[src/rtl/contadores_pkg.sv]
// Shared definitions for the Contadores counter family.
// Latency: n/a (types and constants only).
// Backpressure: n/a.
package contadores_pkg;

  // Default counter width used across the family.
  localparam int CONTADORES_WIDTH = 32;

  // Timer state encoding shared by the down- and up-counters.
  typedef enum logic [1:0] {
    ST_IDLE = 2'd0,
    ST_RUN  = 2'd1,
    ST_DONE = 2'd2
  } cnt_state_t;

endpackage

[src/rtl/prescaler_tick.sv]
// Enable divider: emits one tick on every PRESC-th cycle with en high.
// Latency: tick is combinational with en; the divider state advances on the clock edge.
// Backpressure: none; clr restarts the division phase synchronously.
//
// Ports: clk, rst (sync, active-high), clr (sync restart), en (raw enable),
//        tick (divided enable, same cycle as the en that completes a group).
// Only compiled when CONTADOR_DESCENDENTE_PRESCALER_EN is defined, because the
// only user instantiates it under that macro.
`ifdef CONTADOR_DESCENDENTE_PRESCALER_EN
module prescaler_tick #(
  parameter int WIDTH = 2,
  parameter int PRESC = 1
) (
  input  logic clk,
  input  logic rst,
  input  logic clr,
  input  logic en,
  output logic tick
);

  // PRESC of 1 gives LAST=0, so every enabled cycle is a tick.
  localparam logic [WIDTH-1:0] LAST = WIDTH'(PRESC - 1);

  logic [WIDTH-1:0] pcnt;

  assign tick = en && (pcnt == LAST);

  always_ff @(posedge clk) begin
    if (rst || clr) begin
      pcnt <= '0;
    end else if (en) begin
      pcnt <= tick ? '0 : pcnt + WIDTH'(1);
    end
  end

endmodule
`endif

[src/rtl/contador_descendente_recarga.sv]
// Reloadable down-counting timer with one-shot/periodic modes and sticky irq.
// Latency: start -> busy one cycle later; tc is combinational in the terminal cycle.
// Backpressure: none; ena gates counting, stop halts and holds the count.
//
// Ports:
//   clk, rst       clock and synchronous active-high reset
//   ena            count tick enable
//   load, d        write d into the reload register (and the count when not running)
//   start, stop    (re)start from the reload value / halt holding the count
//   periodic       auto-reload at terminal count when high, else one-shot
//   irq_ack        clear the sticky irq flag
//   tc             terminal-count pulse (combinational)
//   irq            sticky flag set by tc
//   busy, done     running / one-shot expired
//   cnt            current count
// Optional: CONTADOR_DESCENDENTE_PRESCALER_EN adds parameter PRESC and divides
// ena by PRESC while running.
module contador_descendente_recarga
  import contadores_pkg::*;
#(
  parameter int               WIDTH  = CONTADORES_WIDTH,
  parameter logic [WIDTH-1:0] RELOAD = '1,
  parameter logic [WIDTH-1:0] TO     = '0
`ifdef CONTADOR_DESCENDENTE_PRESCALER_EN
  , parameter int             PRESC  = 1
`endif
) (
  input  logic             clk,
  input  logic             rst,
  input  logic             ena,
  input  logic             load,
  input  logic [WIDTH-1:0] d,
  input  logic             start,
  input  logic             stop,
  input  logic             periodic,
  input  logic             irq_ack,
  output logic             tc,
  output logic             irq,
  output logic             busy,
  output logic             done,
  output logic [WIDTH-1:0] cnt
);

  cnt_state_t       state, state_nx;
  logic [WIDTH-1:0] r, r_nx;
  logic [WIDTH-1:0] reload_r;
  logic [WIDTH-1:0] reload_val;
  logic             run;
  logic             tick;

  assign run = (state == ST_RUN);

  // A load in the same cycle as a start/reload is used immediately.
  assign reload_val = load ? d : reload_r;

`ifdef CONTADOR_DESCENDENTE_PRESCALER_EN
  localparam int PW = $clog2(PRESC) + 1;

  // Divider only advances while running; start and stop realign its phase.
  prescaler_tick #(
    .WIDTH (PW),
    .PRESC (PRESC)
  ) u_presc (
    .clk  (clk),
    .rst  (rst),
    .clr  (start | stop),
    .en   (ena & run),
    .tick (tick)
  );
`else
  assign tick = ena;
`endif

  // stop and start both suppress the terminal event in their cycle.
  assign tc = run && tick && !stop && !start && (r == TO);

  always_ff @(posedge clk) begin
    if (rst) begin
      state <= ST_IDLE;
    end else begin
      state <= state_nx;
    end
  end

  always_comb begin
    state_nx = state;
    r_nx     = r;
    if (run && stop) begin
      // Halt, holding the count where it is.
      state_nx = ST_IDLE;
    end else if (start && !stop) begin
      state_nx = ST_RUN;
      r_nx     = reload_val;
    end else if (run) begin
      if (tick) begin
        if (r == TO) begin
          if (periodic) begin
            r_nx = reload_val;
          end else begin
            state_nx = ST_DONE;
          end
        end else begin
          // Wraps modulo 2^WIDTH when the reload value is below TO.
          r_nx = r - WIDTH'(1);
        end
      end
    end else if (load) begin
      // Not running: the count follows the reload register directly.
      r_nx = d;
    end
  end

  always_ff @(posedge clk) begin
    if (rst) begin
      r        <= RELOAD;
      reload_r <= RELOAD;
      irq      <= 1'b0;
    end else begin
      r <= r_nx;
      if (load) begin
        reload_r <= d;
      end
      // Setting wins over a simultaneous acknowledge.
      if (tc) begin
        irq <= 1'b1;
      end else if (irq_ack) begin
        irq <= 1'b0;
      end
    end
  end

  assign busy = run;
  assign done = (state == ST_DONE);
  assign cnt  = r;

endmodule

[config.mk]
export PLATFORM = sky130hd
export DESIGN_NAME = contador_descendente_recarga
export DESIGN_NICKNAME = d
export VERILOG_FILES = /design/src/rtl/contadores_pkg.sv /design/src/rtl/prescaler_tick.sv /design/src/rtl/contador_descendente_recarga.sv
export SDC_FILE = /design/constraint.sdc
export NUM_CORES = 1
export LEC_CHECK = 0
export CORE_ASPECT_RATIO = 0.7
export CORE_MARGIN = 1.5
export CORE_UTILIZATION = 50
export CTS_CLUSTER_DIAMETER = 200
export CTS_CLUSTER_SIZE = 8
export DETAILED_ROUTE_END_ITERATION = 8
export PLACE_DENSITY = 0.78
export SLEW_MARGIN = 5
export SYNTH_ARGS = -nofsm -noshare
export SYNTH_HDL_FRONTEND = slang
export SYNTH_SLANG_ARGS = --single-unit
[constraint.sdc]
create_clock -name clk -period 3.8 [get_ports clk]
set_input_delay 0.38 -clock clk [delete_from_list [all_inputs] [get_ports clk]]
set_output_delay 0.38 -clock clk [all_outputs]
set_load 0.02 [all_outputs]
==> impl_metrics.tcl <==
set metrics [dict create \
    ys_async_sr_fraction_pct 0 \
    reg2reg_slack_ns 0.68 \
    cpMaxStageDelayCell "clkdlybuf4s50_1" \
    yosysMostFrequentCell "dfxtp_1" \
    syn-instance-count 458 \
    post_cts_buffers 0 \
    setup-tns-final_ns 0 \
    antenna_cells 0 \
    path_cells "or3_1 -> or4b_4 -> nor3_4 -> nor3b_1 -> clkdlybuf4s50_1" \
    whs_ns 0.469 \
    drt_iter0_drc 359 \
    critPathCaptureType "primary output" \
    peakVddDrop_mv 0.248 \
    cts.path.max_buffers 2 \
    synth_flop_cell "dfxtp_1" \
    hold_viol_final 0 \
    synth_area_leaders "dfxtp_1 35%, a211o_1 4.3%, o21ai_0 4.3%" \
    instances_no_fill 619 \
    startpoint_type "register" \
    yosys.area.top_type_share_pct 34.8 \
    dp_cells 603 \
    critical-path-max-stage-delay_ns 0.69 \
    dpl.hpwl_um 7600 \
    crit_path_max_fanout 10 \
    globalplace.congestion 0.858 \
    synth_seq_cells 67 \
    p_leak_nw 1.80 \
    io_pins 76 \
    critical_path_class "reg2out" \
    clkTransAtPathRegs_ns 0.08 \
    timing.final.crit_period_ns 3.53 \
    area_growth_pct 23.4 \
    place_ws_ns 0.701 \
    final.fill_count 641 \
    clock_latency_ns 0.35 \
    max_freq_mhz 283 \
    final_util_pct 64.5 \
    grt_pass1_wl_um 17900 \
    start_util_pct 52.3 \
    postCtsHoldBufs 0 \
    rsz0062_at_grt "false" \
    rows 26 \
    synth_edf_count 0 \
    finalNetCount 558 \
    relSlewSlack_pct 37.0 \
    crit_family "simple AND/OR/NAND/NOR gates" \
    root_buffer "clkbuf_8" \
    synth_area_leader_cell "dfxtp_1" \
    netlist_top_cells_count "67 x dfxtp_1, 43 x nand2_1, 33 x o21ai_0, 29 x a21oi_1, 20 x nand3_1" \
    cp.arrival_ns 3.15 \
    status "finished clean" \
    die_y_um 76.5 \
    buffer_ports.inserted 75 \
    h-tree-depth 3 \
    finalCritPeriodShare_pct 92.8 \
    drc 0 \
    final_layout_size_suffix_gt1_share_pct 7.49 \
    syn-num-nets 500 \
    grt_util_all_layers_pct 27.4 \
    finalInstanceArea_sq_mm 0.00476 \
    ys_seq_area_share_pct 34.8 \
    synth.distinct_cells 61 \
    gr-total-overflow 0 \
    netlist_area_sq_mm 0.00386 \
    post_drt_via_cell_ratio 6.19 \
    antenna_found_initial 0 \
    power_density_mw_per_mm2 392 \
    dr_total_vias 3829 \
    cts_resized 0 \
    dr.pass1.iters 5 \
    drv_slew 0 \
    ant_nets 0 \
    routed_wl_um 10900 \
    core_area_sq_mm 0.00738 \
    routedWlPerCell_um 17.6 \
    critPathBufInv 1 \
    critPathRequiredTime_ns 3.42 \
    tightest_slew_ns 0.945 \
    min_path_type "reg2reg" \
    fp.dieArea_sq_mm 0.00826 \
    cts.sinks 67 \
    grt_pass1_vias 3497 \
    setup_viol 0 \
    drv_cap 0 \
    placed_area_sq_mm 0.00455 \
    avgSynthCellArea_sq_um 8.43 \
    cts_tree "yes" \
    fin_ws_ns 0.272 \
    power_mw 1.87 \
    die_w_um 108 \
    grt_max_degree 57 \
    yosysWarnings 0 \
    cts_buffers 9 \
    fin_skew_ns 0.00961 \
]
-- final timing paths --
| path | startpoint | endpoint | depth (start not counted) |
|---|---|---|---|
| worst max-delay path | cnt[15] | tc | 5 |
| worst min register to register | reload_r[17] | reload_r[17] | 2 |
| worst min-delay path | reload_r[17] | reload_r[17] | 2 |
| worst max register to register | cnt[15] | cnt[4] | 6 |
-- logic make-up (layout without fill, tap and decap cells) --
kind of cell | after synthesis | in the layout | share of synthesized area (%)
and+or+nand+nor | 172 | 172 | 24.4
buffers and inverters | 48 | 111 | 7.46
xor gates and xnor gates | 7 | 7 | 1.59
AOI/OAI and AO/OA | 148 | 148 | 27.5
muxes | 14 | 14 | 3.63
adders and majority gates | 2 | 2 | 0.648
DFF | 67 | 67 | 34.8
-- registers in the layout (all words and copies together), names as in the netlist --
register and cells:
reload_r 32, irq 1, state 2, cnt 32
-- metal layers --
metal	wire [um]	vias to the layer above	GRT usage (%)
met2	4570	202	38.2
met4	199	0	8.42
met5	0	-	0
met3	1080	19	6.24
met1	5050	1772	41.2
li1	-	1836	-
-- tightest hold or removal path, delay by kind of cell, from the launching register on --
family / cells / cell delay (ns)
flip-flops: 1 / 0.31
AND/OR/NAND/NOR: 2 / 0.13
-- placed cells by master (no fill, tap or decap), types with 18 or more instances in the layout --
cell / n
nand3_1: 20
o21ai_0: 33
a21oi_1: 29
nor2_1: 19
nand2_1: 43
a211o_1: 19
nor3_1: 18
clkdlybuf4s50_1: 73
dfxtp_1: 67
-- layout make-up --
| type | count | area, sq um | area share, % |
|---|---|---|---|
| repair buffers | 86 | 823 | 17.3 |
| clock buffers | 11 | 131 | 2.76 |
| flip-flops and latches | 67 | 1340 | 28.2 |
| clock inverters | 5 | 77.6 | 1.63 |
| multi-input cells | 343 | 2230 | 46.9 |
| well taps | 98 | 123 | 2.57 |
| inverters | 9 | 33.8 | 0.709 |
-- where the power goes --
part | leakage [nW] | switching (mW) | internal (mW) | total, mW
sequential | 0.558 | 0.0652 | 0.760 | 0.826
combinational | 1.14 | 0.206 | 0.193 | 0.399
clock | 0.103 | 0.276 | 0.368 | 0.643
total | 1.80 | 0.547 | 1.32 | 1.87
No activity file was read; power rests on OpenSTA's default activity.
